File: src/rtl/sd_spi_pkg.sv
// Shared types and constants for the SD-card SPI command path.
package sd_spi_pkg;

    // Command framer sequencing states.
    typedef enum logic [2:0] {
        ST_IDLE,
        ST_CRC,
        ST_SEND,
        ST_WAIT_CMD,
        ST_POLL_SEND,
        ST_POLL_WAIT,
        ST_RESP
    } framer_state_t;

    localparam int          SD_FRAME_W = 48;
    localparam int          SD_BODY_W  = 40;      // start + tx + index + argument
    localparam logic [5:0]  CRC_LAST   = 6'd39;   // index of the final body bit fed to the CRC
    localparam logic [6:0]  CRC7_POLY  = 7'h09;   // x^7 + x^3 + 1, x^7 term implicit
    localparam logic [SD_FRAME_W-1:0] POLL_FILL = 48'hFFFF_FFFF_FFFF;

    localparam logic START_BIT = 1'b0;
    localparam logic TX_BIT    = 1'b1;
    localparam logic END_BIT   = 1'b1;

    // Result of scanning a poll transfer for an R1 byte.
    typedef struct packed {
        logic       found;
        logic [7:0] r1;
    } r1_scan_t;

    // First byte (MSB byte first) with bit 7 clear is the R1 response.
    function automatic r1_scan_t find_r1(input logic [SD_FRAME_W-1:0] data);
        r1_scan_t res;
        res.found = 1'b0;
        res.r1    = 8'hFF;
        for (int i = SD_FRAME_W/8 - 1; i >= 0; i--) begin
            if (!res.found && !data[i*8 + 7]) begin
                res.found = 1'b1;
                res.r1    = data[i*8 +: 8];
            end
        end
        return res;
    endfunction

endpackage

File: src/rtl/sd_crc7_serial.sv
// Bit-serial CRC7 (x^7 + x^3 + 1) for SD command frames, MSB first.
module sd_crc7_serial
    import sd_spi_pkg::*;
(
    input  logic       clk,
    input  logic       rst,
    input  logic       clear,
    input  logic       enable,
    input  logic       data_in,
    output logic [6:0] crc_out
);

    logic fb;

    assign fb = crc_out[6] ^ data_in;

    // Shift one message bit per enabled cycle; clear wins over enable.
    // NOTE: state registers use non-blocking assignments so every flop samples pre-edge values.
    always_ff @(posedge clk or posedge rst) begin
        if (rst) begin
            crc_out <= 7'h00;
        end else if (clear) begin
            crc_out <= 7'h00;
        end else if (enable) begin
            crc_out <= {crc_out[5:0], 1'b0} ^ (fb ? CRC7_POLY : 7'h00);
        end
    end

endmodule

File: src/rtl/sd_cmd_framer.sv
// Builds SD command frames, launches them through spi_master and polls for R1.
module sd_cmd_framer
    import sd_spi_pkg::*;
#(
    parameter int unsigned MAX_POLL = 8
) (
    input  logic                  clk,
    input  logic                  rst,
    input  logic                  cmd_valid,
    output logic                  cmd_ready,
    input  logic [5:0]            cmd_index,
    input  logic [31:0]           cmd_arg,
    output logic                  rsp_valid,
    output logic [7:0]            rsp_r1,
    output logic                  rsp_timeout,
    output logic                  busy,
    output logic                  spi_start,
    output logic [SD_FRAME_W-1:0] spi_write_data,
    input  logic [SD_FRAME_W-1:0] spi_read_data,
    input  logic                  spi_done
);

    framer_state_t        state;
    logic [SD_BODY_W-1:0] body_sr;   // rotated once per CRC cycle, back in place after 40
    logic [5:0]           bit_cnt;
    logic [7:0]           poll_cnt;
    logic [6:0]           crc;
    logic                 accept;
    r1_scan_t             scan;

    assign cmd_ready = (state == ST_IDLE);
    assign busy      = (state != ST_IDLE);
    assign accept    = cmd_valid && cmd_ready;
    assign scan      = find_r1(spi_read_data);

    sd_crc7_serial u_crc (
        .clk     (clk),
        .rst     (rst),
        .clear   (accept),
        .enable  (state == ST_CRC),
        .data_in (body_sr[SD_BODY_W-1]),
        .crc_out (crc)
    );

    // Command sequencing with registered outputs; pulses default low each cycle.
    always_ff @(posedge clk or posedge rst) begin
        if (rst) begin
            state          <= ST_IDLE;
            body_sr        <= '0;
            bit_cnt        <= '0;
            poll_cnt       <= '0;
            spi_start      <= 1'b0;
            spi_write_data <= '0;
            rsp_valid      <= 1'b0;
            rsp_r1         <= 8'hFF;
            rsp_timeout    <= 1'b0;
        end else begin
            spi_start <= 1'b0;
            rsp_valid <= 1'b0;
            case (state)
                ST_IDLE: begin
                    if (cmd_valid) begin
                        body_sr  <= {START_BIT, TX_BIT, cmd_index, cmd_arg};
                        bit_cnt  <= '0;
                        poll_cnt <= '0;
                        state    <= ST_CRC;
                    end
                end
                ST_CRC: begin
                    body_sr <= {body_sr[SD_BODY_W-2:0], body_sr[SD_BODY_W-1]};
                    bit_cnt <= bit_cnt + 6'd1;
                    if (bit_cnt == CRC_LAST) begin
                        state <= ST_SEND;
                    end
                end
                ST_SEND: begin
                    // The CRC register holds the final value only from this cycle on.
                    spi_write_data <= {body_sr, crc, END_BIT};
                    spi_start      <= 1'b1;
                    state          <= ST_WAIT_CMD;
                end
                ST_WAIT_CMD: begin
                    if (spi_done) begin
                        spi_write_data <= POLL_FILL;
                        state          <= ST_POLL_SEND;
                    end
                end
                ST_POLL_SEND: begin
                    spi_start <= 1'b1;
                    poll_cnt  <= poll_cnt + 8'd1;
                    state     <= ST_POLL_WAIT;
                end
                ST_POLL_WAIT: begin
                    if (spi_done) begin
                        if (scan.found) begin
                            rsp_r1      <= scan.r1;
                            rsp_timeout <= 1'b0;
                            rsp_valid   <= 1'b1;
                            state       <= ST_RESP;
                        end else if (poll_cnt == 8'(MAX_POLL)) begin
                            rsp_r1      <= 8'hFF;
                            rsp_timeout <= 1'b1;
                            rsp_valid   <= 1'b1;
                            state       <= ST_RESP;
                        end else begin
                            state <= ST_POLL_SEND;
                        end
                    end
                end
                ST_RESP: begin
                    state <= ST_IDLE;
                end
                default: begin
                    state <= ST_IDLE;
                end
            endcase
        end
    end

endmodule
File: config.mk
export PLATFORM = sky130hd
export DESIGN_NAME = sd_cmd_framer
export DESIGN_NICKNAME = d
export VERILOG_FILES = /design/src/rtl/sd_spi_pkg.sv /design/src/rtl/sd_crc7_serial.sv /design/src/rtl/sd_cmd_framer.sv
export SDC_FILE = /design/constraint.sdc
export NUM_CORES = 1
export LEC_CHECK = 0
export ABC_AREA = 1
export CELL_PAD_IN_SITES_DETAIL_PLACEMENT = 0
export CELL_PAD_IN_SITES_GLOBAL_PLACEMENT = 1
export CORE_UTILIZATION = 34
export CTS_BUF_LIST = sky130_fd_sc_hd__clkbuf_2 sky130_fd_sc_hd__clkbuf_4 sky130_fd_sc_hd__clkbuf_8
export CTS_CLUSTER_DIAMETER = 60
export DETAILED_ROUTE_END_ITERATION = 8
export PLACE_DENSITY = 0.85
export SYNTH_ARGS = -nofsm -noshare
export SYNTH_HDL_FRONTEND = slang
export SYNTH_SLANG_ARGS = --single-unit
File: constraint.sdc
create_clock -name clk -period 4 [get_ports clk]
set_clock_uncertainty 0.1 [all_clocks]
set_input_delay 0.8 -clock clk [delete_from_list [all_inputs] [get_ports clk]]
set_output_delay 0.8 -clock clk [all_outputs]
set_load 0.02 [all_outputs]
==> flow_summary.yaml <==
timing:
  worstMarginPinSlew_ns: 1.11
  rsz0062_at_grt: "no"
  fmax_ghz: 0.366
  slew_violations: 0
  timing.slew.headroom_pct: 25.8
  hold_viol_final: 0
  setup-tns-final_ns: 0
  setup_viol: 0
  layout_worst_path_cycle_share_pct: 68.4
  final.min_clock_period_ns: 2.74
logic_synthesis:
  yosysWarnings: 0
  synthMuxAreaShare_pct: 0
  synth_compound_area_share_pct: 19.9
  synth_top_family_by_area: "compound AO/OA/AOI/OAI gates"
  yosys.area_share.adder_pct: 0.637
  synthSimpleGateAreaFrac_pct: 13.3
  synth-xor-area-share_pct: 0.446
  ys_seq_area_share_pct: 52.4
  synth_flop_cell: "dfrtp_1"
  synth_cell_types: 35
  synth_common_cells: "inv_1, dfrtp_1, nand2_1"
  yosysTopAreaCellShare_pct: 48.8
  synth_most_common_cell: "inv_1"
  synth_area_leaders: "dfrtp_1, inv_1, nand2_1"
  ys_seq_elements: 123
  yosys.area.top_type: "dfrtp_1"
  netlist_area_um2: 5890
  syn_inst: 644
  avgSynthCellArea_um2: 9.15
  synth_fp_nets: 737
  async_flop_share_pct: 100
  synth_edf_count: 0
floorplanning:
  core_um2: 16800
  die_y_um: 134
  initial_core_util_pct: 35.2
  die_w_um: 134
  num_rows: 47
  die_area_um2: 17900
  num_io_pins: 151
final_layout:
  register_area_um2: 3090
  num_antenna_cells: 0
  drive_gt1_share_pct: 13.0
  finalInstanceArea_um2: 7990
  fill_cells: 1583
  synthToLayoutAreaGrowth_pct: 35.6
  multiInputGateArea_um2: 2030
  nNetsFinal: 884
clock_tree:
  htreeDepth: 4
  postCtsSetupBuffers: 0
  cts_buffers: 17
  cts-root-to-sink-buffers: 2
  clk_pin_slew_ns: 0.08
  cts-root-buf: "clkbuf_8"
  cts_resized: 0
  cts_tree: "built"
  clk_latency_ns: 0.43
  clock_sinks: 123
  hold_buffers: 0
critical_path:
  max_stage_delay_ns: 0.61
  crit_type: "flop to primary output"
  cp_max_fo: 4
  reg2regPathDepth: 6
  critPathRequiredTime_ns: 3.10
  path_cells: "nor2_1, nand2_2, inv_1, clkdlybuf4s50_1"
  crit_family: "buffers and inverters"
  path_depth: 4
  crit_buf_inv: 2
  endpoint_kind: "primary output"
  slowest_stage: "clkdlybuf4s50_1"
  cp-start-kind: "flop"
  worstPathArrival_ns: 1.84
  r2r_slack_ns: 1.45
placement:
  dp_hpwl_um: 9990
  gp_congestion: 0.811
  post_dp_cell_area_um2: 7540
  io_buffers: 150
detailed_routing:
  drtIter0Drc: 229
  dr.pass1.iters: 4
  final_antenna_net_count: 0
  vias: 4821
  via_per_inst: 4.71
  drc: 0
  wire_per_inst_um: 14.0
  routed_wl_um: 14300
power:
  power.density_nw_per_um2: 755
  power.share.clock_pct: 20.2
  power.total_mw: 6.03
  p_comb_share_pct: 45.6
  p_sw_share_pct: 39.8
  internal_power_mw: 3.63
  switchingPower_mw: 2.40
  p_leak_nw: 3.87
  seq_power_share_pct: 34.1
  ir_drop_mv: 0.303
worst_hold_path:
  holdPathStages: 2
  min_path_type: "flop to flop"
global_routing:
  grt_pass1_wl_um: 24000
  antenna_found_initial: 0
  grt_pass1_vias: 4808
  grt_max_degree: 53
  global_route.usage.total_pct: 17.0
  gr-total-overflow: 0
outcome:
  status: "completed"
run:
  cap_violations: 0
[stage by stage]
step                      cells  util (%)  worst slack [ns]  hold slack [ns]
final                      1023      47.7              1.26            0.372
after global routing       1023      47.7              1.17            0.382
after CTS                  1023      47.7              1.23            0.373
after detailed placement    992      45.0              1.20            0.360
after global placement      992      45.0              1.23            0.347
after floorplan             644         -              1.60            0.389
[power by group through the flow]
stage | Sequential [mW] | Combinational (mW) | Clock (mW)
after floorplan | 2.30 | 1.69 | 0
final | 2.06 | 2.75 | 1.22
after CTS | 2.06 | 2.79 | 1.24
after global placement | 2.06 | 2.75 | 0
after global routing | 2.12 | 3.04 | 1.30
after detailed placement | 2.08 | 2.78 | 0
[layer usage]
layer / track usage [%] / share of wire (%) / vias up / wire [µm]
met5: 0 / 0 / - / 0
met4: 5.37 / 0.71 / 0 / 102
met3: 5.48 / 7.8 / 7 / 1120
met2: 27.1 / 47 / 154 / 6670
met1: 21.9 / 45 / 2262 / 6400
li1: - / - / 2398 / -
[cells in the final DEF, fill, tap and decap left out, drive strengths merged, types with 4 or more instances in the layout]
cell type,instances
nor2,18
nand2,105
inv,159
clkbuf,26
a22oi,48
o21ai,20
a21oi,41
clkdlybuf4s50,150
nand3,33
nand4,10
dfrtp,115
buf,4
o22ai,49
dfstp,8
[state kept, by name, indices dropped and copies added (netlist names)]
name / cells
rsp_r1: 8
spi_start: 1
body_sr: 40
poll_cnt: 8
rsp_valid: 1
spi_write_data: 48
state: 3
u_crc.crc_out: 7
rsp_timeout: 1
bit_cnt: 6
[worst reg2reg max path, delay by kind of cell, from the launching register on]
family	cells	cell delay [ns]
buffers and inverters	3	1.04
AO/OA/AOI/OAI	2	0.66
flip-flops	1	0.46
AND/OR/NAND/NOR	1	0.11
[cell families after synthesis]
kind of cell / count (synthesis)
AO/OA/AOI/OAI: 161
AND/OR/NAND/NOR: 168
adder cells (fa/ha/maj): 3
buffers and inverters: 186
XOR/XNOR: 3
flip-flops: 123
[worst paths after layout]
kind,endpoint,startpoint
min,rsp_r1[3],rsp_r1[3]
max in group asynchronous,body_sr[17],rst
min in group asynchronous,body_sr[33],rst
max,cmd_ready,state[0]
min reg2reg,rsp_r1[3],rsp_r1[3]
max reg2reg,spi_write_data[10],state[0]
[area by class of cell]
| type | instances | share of cell area (%) |
|---|---|---|
| clock buffer | 26 | 4.32 |
| clock inverter | 5 | 1.30 |
| inverter | 160 | 7.62 |
| multi-input combinational | 335 | 25.3 |
| sequential | 123 | 38.6 |
| tap | 220 | 3.44 |
| timing repair buffer | 154 | 19.3 |
Power figures use the tool's default switching activity.
